[config.mk]
export PLATFORM = sky130hd
export DESIGN_NAME = motion_update_broadcast_arbiter
export DESIGN_NICKNAME = d
export VERILOG_FILES = /design/src/rtl/motion_update_broadcast_arbiter.sv
export SDC_FILE = /design/constraint.sdc
export NUM_CORES = 1
export LEC_CHECK = 0
export ABC_AREA = 1
export ABC_CLOCK_PERIOD_IN_PS = 7900
export CAP_MARGIN = 20
export CORE_AREA = 5 5 217 219
export DETAILED_ROUTE_END_ITERATION = 8
export DIE_AREA = 0 0 222 224
export GPL_TIMING_DRIVEN = 0
export PLACE_DENSITY = 0.43
export SETUP_SLACK_MARGIN = 0.15
export SKIP_LAST_GASP = 1
export SYNTH_ARGS = -nofsm -noshare
export SYNTH_HDL_FRONTEND = slang
export SYNTH_SLANG_ARGS = --single-unit
export TNS_END_PERCENT = 1
[constraint.sdc]
create_clock -name clk -period 7.9 [get_ports clk]
set_input_delay 1.185 -clock clk [delete_from_list [all_inputs] [get_ports clk]]
set_output_delay 1.185 -clock clk [all_outputs]
set_load 0.02 [all_outputs]
[src/rtl/motion_update_broadcast_arbiter.sv]
// Sequences one motion-update pass: round-robin shares the broadcast bus among NUM_REQ units.
// Define MU_ARB_STATS_EN to add the out_beat_count per-pass beat counter output.
module motion_update_broadcast_arbiter #(
    parameter int unsigned NUM_REQ       = 4,
    parameter int unsigned DATA_WIDTH    = 32,
    parameter int unsigned CELL_ID_WIDTH = 4,
    parameter int unsigned SETTLE_CYCLES = 3
) (
    input  logic                                 clk,
    input  logic                                 rst,
    input  logic                                 start,
    input  logic [NUM_REQ-1:0]                   req_valid,
    input  logic [NUM_REQ*3*DATA_WIDTH-1:0]      req_data,
    input  logic [NUM_REQ*3*CELL_ID_WIDTH-1:0]   req_dst_cell,
    input  logic [NUM_REQ-1:0]                   req_done,
    output logic [NUM_REQ-1:0]                   req_ready,
    output logic                                 out_motion_update_enable,
    output logic [3*DATA_WIDTH-1:0]              out_data,
    output logic [3*CELL_ID_WIDTH-1:0]           out_dst_cell,
    output logic                                 out_data_valid,
    output logic                                 out_busy,
`ifdef MU_ARB_STATS_EN
    output logic                                 out_update_done,
    output logic [31:0]                          out_beat_count
`else
    output logic                                 out_update_done
`endif
);

    localparam int unsigned PTR_W    = (NUM_REQ > 1) ? $clog2(NUM_REQ) : 1;
    localparam int unsigned PAY_W    = 3 * DATA_WIDTH;
    localparam int unsigned DST_W    = 3 * CELL_ID_WIDTH;
    localparam int unsigned SETTLE_W = (SETTLE_CYCLES > 1) ? $clog2(SETTLE_CYCLES) : 1;

    typedef enum logic [2:0] {StIdle, StRun, StDrain, StSettle, StDone} state_e;

    state_e              state_q, state_d;
    logic [PTR_W-1:0]    ptr_q, ptr_d, grant_idx, scan_idx;
    logic [NUM_REQ-1:0]  done_q, done_d, grant;
    logic [SETTLE_W-1:0] settle_q, settle_d;
    logic [PAY_W-1:0]    sel_data;
    logic [DST_W-1:0]    sel_dst;
    logic                found, xfer, start_accept, done_all, others_valid;

    // Round-robin scan starting at the pointer; grants only while running.
    always_comb begin
        grant     = '0;
        grant_idx = '0;
        scan_idx  = '0;
        found     = 1'b0;
        for (int unsigned i = 0; i < NUM_REQ; i++) begin
            scan_idx = PTR_W'((32'(ptr_q) + i) % NUM_REQ);
            if (!found && req_valid[scan_idx]) begin
                found            = 1'b1;
                grant[scan_idx]  = 1'b1;
                grant_idx        = scan_idx;
            end
        end
        if (state_q != StRun) begin
            grant = '0;
        end
    end

    assign req_ready = grant;
    assign xfer      = |(req_valid & grant);

    always_comb begin
        sel_data = '0;
        sel_dst  = '0;
        for (int unsigned i = 0; i < NUM_REQ; i++) begin
            if (grant[i]) begin
                sel_data = req_data[i*PAY_W +: PAY_W];
                sel_dst  = req_dst_cell[i*DST_W +: DST_W];
            end
        end
    end

    always_comb begin
        ptr_d = ptr_q;
        if (xfer) begin
            ptr_d = (32'(grant_idx) == NUM_REQ - 1) ? '0 : grant_idx + 1'b1;
        end
    end

    assign start_accept = (state_q == StIdle) && start;
    assign done_d       = start_accept ? '0 : (done_q | req_done);
    assign done_all     = &(done_q | req_done);
    // A valid being granted this cycle is its final beat if everyone is done.
    assign others_valid = |(req_valid & ~grant);

    always_comb begin
        state_d  = state_q;
        settle_d = settle_q;
        case (state_q)
            StIdle: begin
                if (start) state_d = StRun;
            end
            StRun: begin
                if (done_all && !others_valid) state_d = StDrain;
            end
            StDrain: begin
                state_d  = StSettle;
                settle_d = '0;
            end
            StSettle: begin
                if (settle_q == SETTLE_W'(SETTLE_CYCLES - 1)) state_d = StDone;
                else settle_d = settle_q + 1'b1;
            end
            StDone: state_d = StIdle;
            default: state_d = StIdle;
        endcase
    end

    assign out_motion_update_enable = (state_q == StRun) || (state_q == StDrain);
    assign out_busy                 = (state_q != StIdle);
    assign out_update_done          = (state_q == StDone);

    always_ff @(posedge clk) begin
        if (rst) begin
            state_q        <= StIdle;
            ptr_q          <= '0;
            done_q         <= '0;
            settle_q       <= '0;
            out_data       <= '0;
            out_dst_cell   <= '0;
            out_data_valid <= 1'b0;
        end else begin
            state_q        <= state_d;
            ptr_q          <= ptr_d;
            done_q         <= done_d;
            settle_q       <= settle_d;
            out_data_valid <= xfer;
            if (xfer) begin
                out_data     <= sel_data;
                out_dst_cell <= sel_dst;
            end
        end
    end

`ifdef MU_ARB_STATS_EN
    logic [31:0] beat_count_q;

    always_ff @(posedge clk) begin
        if (rst) begin
            beat_count_q <= '0;
        end else if (start_accept) begin
            beat_count_q <= '0;
        end else if (xfer && (beat_count_q != '1)) begin
            beat_count_q <= beat_count_q + 32'd1;
        end
    end

    assign out_beat_count = beat_count_q;
`endif

endmodule
==> flow_summary.rst <==
.. list-table::
   :header-rows: 1

   * - Metric
     - Value
   * - Initial DRT Pass Iterations
     - 5
   * - Worst-case clock skew
     - 5.721 ps
   * - Post-layout power
     - 4.207 mW
   * - CP peak stage delay
     - 670 ps
   * - Via count of the first global-routing pass
     - 11290
   * - Global-route total usage across every layer
     - 19.83%
   * - Top cells by instance count after synthesis
     - sky130_fd_sc_hd__nand2_1, sky130_fd_sc_hd__nor2_1, sky130_fd_sc_hd__o21ai_0, sky130_fd_sc_hd__dfxtp_1, sky130_fd_sc_hd__a31oi_1
   * - Syn nets
     - 1824
   * - Gates resized, CTS repair
     - 0
   * - Slew at the pin with the worst max-slew slack
     - 925.5 ps
   * - Worst min-delay path category
     - reg -> reg
   * - Cts-stage hold buffer count
     - 0
   * - Chip Height
     - 224 um
   * - Total number of H-tree levels
     - 4
   * - Area taken by multi-input logic gates
     - 4961 um2
   * - Post-Synthesis Cells
     - 1373
   * - Setup Buffers After CTS
     - 0
   * - Clock tree from TritonCTS
     - built
   * - Fill cells
     - 5010
   * - Number of endpoints with negative hold slack in the final report
     - 0
   * - Drt via density
     - 4.367
   * - Leakage power of the design
     - 5.945 nW
   * - Outcome
     - finished clean
   * - Worst skew pair latency
     - 430 ps
   * - Area inside the core boundary
     - 44890 um2
   * - Hold Slack
     - 451.8 ps
   * - Period utilization
     - 70.88%
   * - Seq/Total Area, Yosys
     - 30.02%
   * - Dominant cell type by area after synthesis
     - sky130_fd_sc_hd__dfxtp_1
   * - Seq cells post-synth
     - 120
   * - Die ar.
     - 49730 um2
   * - Buffers plus inverters on the worst setup path
     - 6
   * - Most instantiated library cell after synthesis
     - sky130_fd_sc_hd__nand2_1
   * - Kind of end point of the critical path
     - output port
   * - DRC violation count after routing
     - 0
   * - Clock transition at the register clock pins on the worst setup and hold paths after CTS
     - 60 ps
   * - RR Endpoint
     - out_data[75]
   * - Number of buffers inserted during clock tree synthesis
     - 17
   * - Synthesized area per cell
     - 5.829 um2
   * - Unique cell type count in the Yosys netlist
     - 35
   * - Antenna violations before repair
     - 5
   * - Detailed-route via count
     - 11210
   * - Startpoint kind of the worst setup timing path
     - input port
   * - Number of cells on the critical path
     - 13
   * - Max transition margin
     - 38.30%
   * - GRT overflow
     - 0
   * - Slowest cell on the critical path
     - sky130_fd_sc_hd__clkdlybuf4s50_1
   * - Number of nets in the layout
     - 2401
   * - Root Buffer
     - sky130_fd_sc_hd__clkbuf_16
   * - Cell type group with the largest total delay on the critical path
     - buffers and inverters
   * - Detailed router's first-iteration violation count
     - 624
   * - P per Cell Area
     - 281.3 nW/um2
   * - WP data required
     - 6710 ps
   * - Ys async rst share
     - 0%
   * - Worst ir drop on vdd
     - 0.1218 mV
   * - Core utilization of the finished layout
     - 33.31%
   * - Number of I/O port buffers
     - 558
   * - Warning count from the yosys run
     - 0
   * - Critical path endpoint
     - req_ready[1]
   * - RD Place Congestion
     - 0.8994
   * - Detailed Route WL
     - 51830 um
   * - Largest net degree at the start of global routing
     - 17
   * - Cell Chain, Critical Path
     - clkdlybuf4s50_1 > inv_1 > nand2_2 > nand3_2 > nand2_4 > nor2_2 > a21oi_1 > nand3_2 > nand2_2 > inv_1 > buf_2 > buf_2 > clkdlybuf4s50_1
   * - Final setup violation count
     - 0
   * - Starting density of the core
     - 17.83%
   * - Fin crit period
     - 5599 ps
   * - Total count of max-transition violations in the final report
     - 0
   * - WP data arrival
     - 4410 ps
   * - Fraction of layout instances using a drive strength above 1
     - 5.502%
   * - Sink Count
     - 120
   * - Critical Path Source
     - req_valid[3]
   * - Area growth from synthesis to layout
     - 86.88%
   * - Maximum buffer depth of the clock tree
     - 2
   * - Fraction of synthesized cell area taken by the top area cell type
     - 30.02%
   * - Detail Route Antenna Nets
     - 0
   * - Number of rows created at floorplan
     - 78
   * - Fmax
     - 178.6 MHz
   * - Max-cap viol count
     - 0
   * - Type of the worst setup path
     - in -> out
   * - Number of flops mapped to enable cells by yosys
     - 0
   * - Worst reg-to-reg path cell count
     - 16
   * - Predominant post-synthesis flop cell
     - sky130_fd_sc_hd__dfxtp_1
   * - Netlist Area Pre-Place
     - 8003 um2
   * - Setup repair after global routing missed its margin
     - no
   * - HPWL after DPL
     - 41820 um
   * - Boundary Pins
     - 559
   * - Worst setup slack for register-to-register paths
     - 3960 ps
   * - Wire per inst
     - 20.20 um
   * - Top cells by area in the synthesized netlist
     - sky130_fd_sc_hd__dfxtp_1, sky130_fd_sc_hd__nand2_1, sky130_fd_sc_hd__o21ai_0, sky130_fd_sc_hd__nor2_1, sky130_fd_sc_hd__a31oi_1
   * - Maximum fanout encountered on the critical timing path
     - 10
   * - First-pass GRT wire length
     - 74390 um
   * - Overall die width
     - 222 um
   * - Setup TNS Final
     - 0 ps
   * - FF/Latch Area
     - 2402 um2
   * - Reg2Reg Launch Point
     - ptr_q[1]
==> stage by stage <==
step | std cells | area (um2) | worst slack, ps
floorplan | 1373 | 8003 | 4227
global placement | 2531 | 14340 | 2308
detailed placement | 2531 | 14340 | 2282
CTS | 2563 | 14950 | 2289
global route | 2565 | 14950 | 2100
finish | 2566 | 14960 | 2301
==> how the worst min path moves through the flow <==
stage | start | end | slack, ps | cells past startpoint
2_1_floorplan | done_q[2] | done_q[2] | 440 | 2
3_3_place_gp | out_data[18] | out_data[18] | 440 | 2
3_5_place_dp | out_data[29] | out_data[29] | 440 | 2
4_1_cts | out_data[29] | out_data[29] | 450 | 2
5_1_grt | out_data[29] | out_data[29] | 470 | 2
6_report | out_data[11] | out_data[11] | 450 | 2
==> final cells by class <==
cell class	count	area share [%]
flip-flops and latches	120	16.06
repair buffers	558	37.35
clock inverters	8	0.7864
diodes	3	0.05020
clock buffers	24	3.288
inverters	29	0.7278
plain buffers	104	3.547
multi-input cells	1120	33.17
well taps	600	5.020
==> metal layers <==
layer	GRT usage [%]	vias to the layer above	wire length (um)
li1	-	5640	-
met5	0	-	20
met1	23.89	5125	21680
met4	4.733	2	881
met2	34.84	399	25680
met3	5.949	40	3569
==> registers in the layout, indices dropped and copies added, names as in the netlist, named ones only <==
name	cells
done_q	4
out_data	96
settle_q	2
state_q	3
out_data_valid	1
ptr_q	1
out_dst_cell	12
==> cell families after synthesis <==
| logic type | after synthesis | share of synthesized area, % |
|---|---|---|
| XOR/XNOR | 1 | 0.1095 |
| AND/OR/NAND/NOR | 819 | 40.63 |
| adder cells (fa/ha/maj) | 8 | 1.251 |
| flip-flops | 120 | 30.02 |
| AO/OA/AOI/OAI | 292 | 20.00 |
| buffers and inverters | 133 | 7.989 |
==> power breakdown <==
part / internal [mW] / total [mW] / leakage, nW / switching, mW
Clock: 0.528 / 0.834 / 0.300 / 0.306
Sequential: 0.791 / 0.889 / 0.979 / 0.0978
Combinational: 0.983 / 2.48 / 4.67 / 1.50
==> layout by cell type, fill, tap and decap left out, types with 3 or more instances in the layout <==
cell type,n
sky130_fd_sc_hd__nor2_1,200
sky130_fd_sc_hd__or2_2,17
sky130_fd_sc_hd__clkbuf_16,17
sky130_fd_sc_hd__a31oi_1,90
sky130_fd_sc_hd__buf_4,5
sky130_fd_sc_hd__o21ai_0,186
sky130_fd_sc_hd__buf_2,34
sky130_fd_sc_hd__a21oi_1,6
sky130_fd_sc_hd__nand3_1,61
sky130_fd_sc_hd__dfxtp_1,120
sky130_fd_sc_hd__clkinv_2,4
sky130_fd_sc_hd__diode_2,3
sky130_fd_sc_hd__bufinv_16,3
sky130_fd_sc_hd__ha_1,8
sky130_fd_sc_hd__clkbuf_1,52
sky130_fd_sc_hd__clkbuf_8,4
sky130_fd_sc_hd__nand2_1,529
sky130_fd_sc_hd__clkdlybuf4s50_1,558
sky130_fd_sc_hd__inv_1,25
sky130_fd_sc_hd__buf_6,9
sky130_fd_sc_hd__buf_1,6
sky130_fd_sc_hd__inv_2,3
sky130_fd_sc_hd__a21boi_0,3
==> worst min-delay path, cell delays in order, from the launching register on <==
cell	delay, ps
sky130_fd_sc_hd__dfxtp_1	310
sky130_fd_sc_hd__nand2_1	60
sky130_fd_sc_hd__nand2_1	40
Note: power is estimated with default switching activity, not from simulation.
